===== src/rtl/lsp_nb.sv =====
// Non-blocking load/store pipe: address gen, DEPTH in-flight tracker, in-order writeback; issue->wb 3 cycles min.
// Backpressure: AG stalls on dm_req_ready low or full tracker; head holds while lsp_wb_ready is low.
module lsp_nb #(
  parameter int XLEN  = 64,
  parameter int DEPTH = 4
) (
  input  logic              clk,
  input  logic              rst,
  output logic [XLEN-1:0]   dm_req_addr,
  output logic [XLEN-1:0]   dm_req_wdata,
  output logic [XLEN/8-1:0] dm_req_wmask,
  output logic              dm_req_wen,
  output logic              dm_req_valid,
  input  logic              dm_req_ready,
  input  logic [XLEN-1:0]   dm_resp_rdata,
  input  logic              dm_resp_valid,
  input  logic [XLEN-1:0]   ix_lsp_pc,
  input  logic [XLEN-1:0]   ix_lsp_base,
  input  logic [XLEN-1:0]   ix_lsp_source,
  input  logic [4:0]        ix_lsp_dst,
  input  logic              ix_lsp_wb_en,
  input  logic [11:0]       ix_lsp_offset,
  input  logic              ix_lsp_mem_sign,
  input  logic [1:0]        ix_lsp_mem_width,
  input  logic              ix_lsp_valid,
  output logic              ix_lsp_ready,
  output logic              lsp_ix_mem_busy,
  output logic [XLEN-1:0]   lsp_wb_result,
  output logic [XLEN-1:0]   lsp_wb_pc,
  output logic [4:0]        lsp_wb_dst,
  output logic              lsp_wb_wb_en,
  output logic              lsp_wb_valid,
  input  logic              lsp_wb_ready,
  input  logic              ag_abort,
  output logic              lsp_unaligned_load,
  output logic              lsp_unaligned_store,
  output logic [XLEN-1:0]   lsp_unaligned_epc
);

  localparam int NB = XLEN / 8;
  localparam int OW = $clog2(NB);
  localparam int PW = $clog2(DEPTH);
  localparam int CW = PW + 1;

  typedef struct packed {
    logic [XLEN-1:0] pc;
    logic [4:0]      dst;
    logic            wb_en;
    logic [OW-1:0]   off;
    logic [1:0]      width;
    logic            sign;
  } ent_t;

  logic            ag_vld;
  ent_t            ag_ent;
  ent_t            ent_q [DEPTH];
  logic [XLEN-1:0] res_q [DEPTH];
  logic [DEPTH-1:0] done_q;
  logic [PW-1:0]   head_q, tail_q, cmp_q;
  logic [CW-1:0]   cnt_q, pend_q;

  logic [XLEN-1:0] addr, st_wdata, ld_res, ld_sh, ld_mask;
  logic [NB-1:0]   st_wmask;
  logic            misal, issue_hs, take, full, req_hs, resp_take, wb_free, ld_msb;
  ent_t            cmp_ent;

  always_comb begin
    addr = ix_lsp_base + {{(XLEN-12){ix_lsp_offset[11]}}, ix_lsp_offset};
    misal = 1'b0;
    st_wdata = ix_lsp_source;
    st_wmask = '1;
    case (ix_lsp_mem_width)
      2'd0: begin
        st_wdata = {NB{ix_lsp_source[7:0]}};
        st_wmask = NB'(1'b1) << addr[OW-1:0];
      end
      2'd1: begin
        misal = addr[0];
        st_wdata = {(XLEN/16){ix_lsp_source[15:0]}};
        st_wmask = NB'(2'b11) << addr[OW-1:0];
      end
      2'd2: begin
        misal = addr[1:0] != 2'b00;
        st_wdata = {(XLEN/32){ix_lsp_source[31:0]}};
        st_wmask = NB'(4'hF) << addr[OW-1:0];
      end
      default: misal = (XLEN == 32) || (addr[2:0] != 3'b000);
    endcase
  end

  assign full         = cnt_q == CW'(DEPTH);
  assign dm_req_valid = ag_vld && !full;
  assign req_hs       = dm_req_valid && dm_req_ready;
  assign ix_lsp_ready = !ag_vld || req_hs;
  assign issue_hs     = ix_lsp_valid && ix_lsp_ready;
  assign take         = issue_hs && !ag_abort && !misal;
  assign resp_take    = dm_resp_valid && (pend_q != '0);
  assign wb_free      = lsp_wb_valid && lsp_wb_ready;
  assign lsp_ix_mem_busy = ag_vld || (cnt_q != '0);

  assign lsp_wb_valid  = done_q[head_q];
  assign lsp_wb_result = res_q[head_q];
  assign lsp_wb_pc     = ent_q[head_q].pc;
  assign lsp_wb_dst    = ent_q[head_q].dst;
  assign lsp_wb_wb_en  = ent_q[head_q].wb_en;

  // Lane select by shifting the beat down, then mask and extend to the access width.
  always_comb begin
    cmp_ent = ent_q[cmp_q];
    ld_sh   = dm_resp_rdata >> {cmp_ent.off, 3'b000};
    case (cmp_ent.width)
      2'd0:    begin ld_mask = XLEN'(8'hFF);         ld_msb = ld_sh[7];      end
      2'd1:    begin ld_mask = XLEN'(16'hFFFF);      ld_msb = ld_sh[15];     end
      2'd2:    begin ld_mask = XLEN'(32'hFFFF_FFFF); ld_msb = ld_sh[31];     end
      default: begin ld_mask = '1;                   ld_msb = ld_sh[XLEN-1]; end
    endcase
    ld_res = (ld_sh & ld_mask) | ((!cmp_ent.sign && ld_msb) ? ~ld_mask : '0);
  end

  always_ff @(posedge clk or posedge rst) begin
    if (rst) begin
      ag_vld              <= 1'b0;
      lsp_unaligned_load  <= 1'b0;
      lsp_unaligned_store <= 1'b0;
      head_q              <= '0;
      tail_q              <= '0;
      cmp_q               <= '0;
      cnt_q               <= '0;
      pend_q              <= '0;
      done_q              <= '0;
    end else begin
      if (take)        ag_vld <= 1'b1;
      else if (req_hs) ag_vld <= 1'b0;
      lsp_unaligned_load  <= issue_hs && !ag_abort && misal && ix_lsp_wb_en;
      lsp_unaligned_store <= issue_hs && !ag_abort && misal && !ix_lsp_wb_en;
      if (req_hs)    tail_q <= tail_q + PW'(1);
      if (resp_take) cmp_q  <= cmp_q + PW'(1);
      if (wb_free)   head_q <= head_q + PW'(1);
      cnt_q  <= cnt_q + CW'(req_hs) - CW'(wb_free);
      pend_q <= pend_q + CW'(req_hs) - CW'(resp_take);
      // Freed head is always a completed entry, so it never aliases the completing one.
      if (wb_free)   done_q[head_q] <= 1'b0;
      if (resp_take) done_q[cmp_q]  <= 1'b1;
    end
  end

  always_ff @(posedge clk) begin
    if (take) begin
      dm_req_addr  <= addr;
      dm_req_wdata <= st_wdata;
      dm_req_wmask <= st_wmask;
      dm_req_wen   <= !ix_lsp_wb_en;
      ag_ent       <= '{pc: ix_lsp_pc, dst: ix_lsp_dst, wb_en: ix_lsp_wb_en,
                        off: addr[OW-1:0], width: ix_lsp_mem_width, sign: ix_lsp_mem_sign};
    end
    if (issue_hs && misal) lsp_unaligned_epc <= ix_lsp_pc;
    if (req_hs)    ent_q[tail_q] <= ag_ent;
    if (resp_take) res_q[cmp_q]  <= cmp_ent.wb_en ? ld_res : '0;
  end

endmodule


===== config.mk =====
export PLATFORM = sky130hd
export DESIGN_NAME = lsp_nb
export DESIGN_NICKNAME = d
export VERILOG_FILES = /design/src/rtl/lsp_nb.sv
export SDC_FILE = /design/constraint.sdc
export NUM_CORES = 1
export LEC_CHECK = 0
export ABC_CLOCK_PERIOD_IN_PS = 55900
export CORE_MARGIN = 10
export CORE_UTILIZATION = 55
export CTS_BUF_LIST = sky130_fd_sc_hd__clkbuf_8
export CTS_CLUSTER_DIAMETER = 40
export DETAILED_ROUTE_END_ITERATION = 8
export PLACE_DENSITY = 0.9
export SLEW_MARGIN = 20
export SYNTH_ARGS = -nofsm -noshare
export SYNTH_HDL_FRONTEND = slang
export SYNTH_SLANG_ARGS = --single-unit

===== constraint.sdc =====
create_clock -name clk -period 55.9 [get_ports clk]
set_clock_uncertainty 0.1 [all_clocks]
set_input_delay 11.18 -clock clk [delete_from_list [all_inputs] [get_ports clk]]
set_output_delay 11.18 -clock clk [all_outputs]
set_load 0.005 [all_outputs]

==> impl_results.md <==
* Run status: finished, final reports clean
* CTS Hold Bufs at 0
* Area delta synth->final at 26.5%
* Via density at 6.18
* Synthesized flop and latch total at 853
* Syn_nets at 2513
* Synthesis warning total at 0
* Fmax at 0.0415 GHz
* Power per cell area at 48.3 mW/mm²
* CP delay by family, top: buffers and inverters
* Total core area at 0.0657 mm²
* Vias at 23400
* Pin count of the biggest net entering global routing at 83
* Post-synth cell types at 75
* Fin. max-slew vios at 0
* Starting Density at 55.5%
* Max-Cap Viols at 0
* Pre-CTS setup slack at 31840 ps
* Mapped cell area at 0.0365 mm²
* Total power draw at 2230 µW
* CTS tree: yes
* RSZ-0062 raised after global routing: no
* CTS root buffer: clkbuf_8
* Commonest non-fill, non-tap cells in the layout: edfxtp_1 (834), clkdlybuf4s50_1 (623), mux4_2 (159)
* Final Hold Violating Endpoints at 0
* H-Tree Depth at 4
* Top_reg_cell synth: edfxtp_1
* Final net count at 3186
* Syn avg cell area at 17.0 µm²
* Filler instances at 3992
* DIE AREA at 0.0770 mm²
* Worst path max stage delay at 560 ps
* CP bufs+invs at 3
* Post-CTS Resized at 0
* CTS Buffer Depth at 3
* Setup TNS at 0 ps
* First-pass GRT wire length at 159 mm
* Crit share post-route at 43.1%
* Most common cell after layout, fill and taps aside: edfxtp_1
* Post-DRT Antenna Nets at 0
* Register area share after synthesis at 70.0%
* Gr ovfl total at 0
* EDFF count, synth at 834
* Tot GR Track Use at 27.6%
* Die H at 278 µm
* Worst path cell trace: clkdlybuf4s50_1, and2_1, inv_1, nand2_1, clkdlybuf4s50_1
* WP data arrival at 12800 ps
* Initial antenna violation count at 9
* Worst path most repeated cell: clkdlybuf4s50_1
* Num CTS Buffers at 142
* Final min period at 24080 ps
* I/O Buffers at 624
* Drt drc at 0
* Share of cells above drive strength 1 at 14.2%
* Critical Path RT at 44620 ps
* Critical Path Fanout Max at 5
* Synth area leaders: edfxtp_1 (69%), mux4_2 (9.9%), ha_1 (2.9%), a21oi_1 (1.8%), dfrtp_1 (1.3%)
* HP Class: reg2reg
* Drt first-iter violations at 2926
* CP Capture Type: primary output
* LEAKAGE at 0.0162 µW
* Clk sinks at 853
* Final worst slack at 31820 ps
* # setup viols final at 0
* Post-synthesis async set-or-reset flop share at 2.23%
* Pre-antenna DRT Iters at 8
* Worst-Skew Late Latency at 790 ps
* Critical path class: in2out
* Slew HR at 29.8%
* Synth Instances at 2142
* Worst slew pin tran at 1050 ps
* Worst IR Drop VDD at 0.0325 mV
* Rows at 94
* Die width at 278 µm
* Drt total wl at 108 mm
* Clock transition at path regs at 60 ps
* Cell taking the most area after synthesis: edfxtp_1
* Hpwl dp at 76.2 mm
* Worst hold slack at 373 ps
* CP max-delay cell: clkdlybuf4s50_1
* Vias in the first global route at 24100
* DR WL/cell at 28.5 µm
* Startpoint Class: input port
* Postcts setup bufs at 0
* I/O pin count at 625
* Yosys top cell area share at 68.7%
* Final Util at 70.2%
* GP Congestion at 0.969
==> Yosys cell counts, drive strengths merged, types with 18 or more instances <==
cell type,n
a21oi,136
a31oi,21
clkbuf,74
a211oi,19
mux2i,44
o21ai,92
nor2b,20
a221o,18
nand2,109
nand3,18
inv,40
xor2,32
a21o,62
nand4,20
xnor2,35
edfxtp,834
buf,44
ha,84
dfrtp,19
o21bai,22
nor2,102
mux4,161
==> state kept, by name (all words and copies together), names as in the netlist <==
register	flops
pend_q	3
done_q	4
tail_q	2
ag_ent	73
res_q	256
lsp_unaligned_epc	64
dm_req_addr	64
dm_req_wen	1
dm_req_wdata	64
ent_q	304
head_q	2
dm_req_wmask	8
lsp_unaligned_store	1
ag_vld	1
lsp_unaligned_load	1
cnt_q	3
cmp_q	2
==> metrics by stage <==
step | std cells | cell area [µm²]
floorplan | 2142 | 36500
global placement | 3534 | 43500
detailed placement | 3534 | 43500
CTS | 3785 | 46100
global route | 3790 | 46100
finish | 3794 | 46100
==> cell type report <==
class | count | area (µm²) | share of cell area (%)
sequential | 853 | 25500 | 55.3
multi-input combinational | 1129 | 10300 | 22.3
timing repair buffer | 647 | 6430 | 13.9
clock buffer | 147 | 2020 | 4.38
tap | 864 | 1080 | 2.34
clock inverter | 104 | 617 | 1.34
inverter | 42 | 158 | 0.342
antenna | 8 | 20.0 | 0.0434
==> metal layers <==
| metal | up-vias | wire (µm) | GRT usage, % |
|---|---|---|---|
| met5 | - | 43 | 0 |
| met4 | 8 | 3810 | 9.98 |
| met1 | 11700 | 38800 | 33.4 |
| met3 | 232 | 11200 | 8.77 |
| li1 | 9948 | - | - |
| met2 | 1531 | 54400 | 45.9 |
==> kinds of logic after synthesis <==
kind of cell / Yosys count / share of synthesized area (%)
mux: 210 / 11.3
fa+ha+maj: 87 / 3.05
compound gates: 445 / 8.14
xor+xnor: 67 / 1.61
simple gates: 320 / 3.99
buf+inv: 160 / 1.94
flops: 853 / 70.0
==> power breakdown <==
part,switching (µW),internal [µW],total (µW),leakage (µW)
Clock,253,266,518,0.00150
Sequential,50.7,876,926,0.00789
Combinational,428,358,786,0.00678
==> path summary, 6_finish.rpt <==
check,cells past startpoint,slack [ps],startpoint,end
worst max register to register,10,51270,cmp_q[0],res_q[2][62]
worst min-delay path,0,370,ag_ent[72],ent_q[3][72]
worst min register to register,0,370,ag_ent[72],ent_q[3][72]
worst max-delay path,5,31820,dm_req_ready,ix_lsp_ready
min in group asynchronous,2,10860,rst,lsp_unaligned_store
max in group asynchronous,2,44060,rst,head_q[1]
Power figures use the tool's default switching activity.
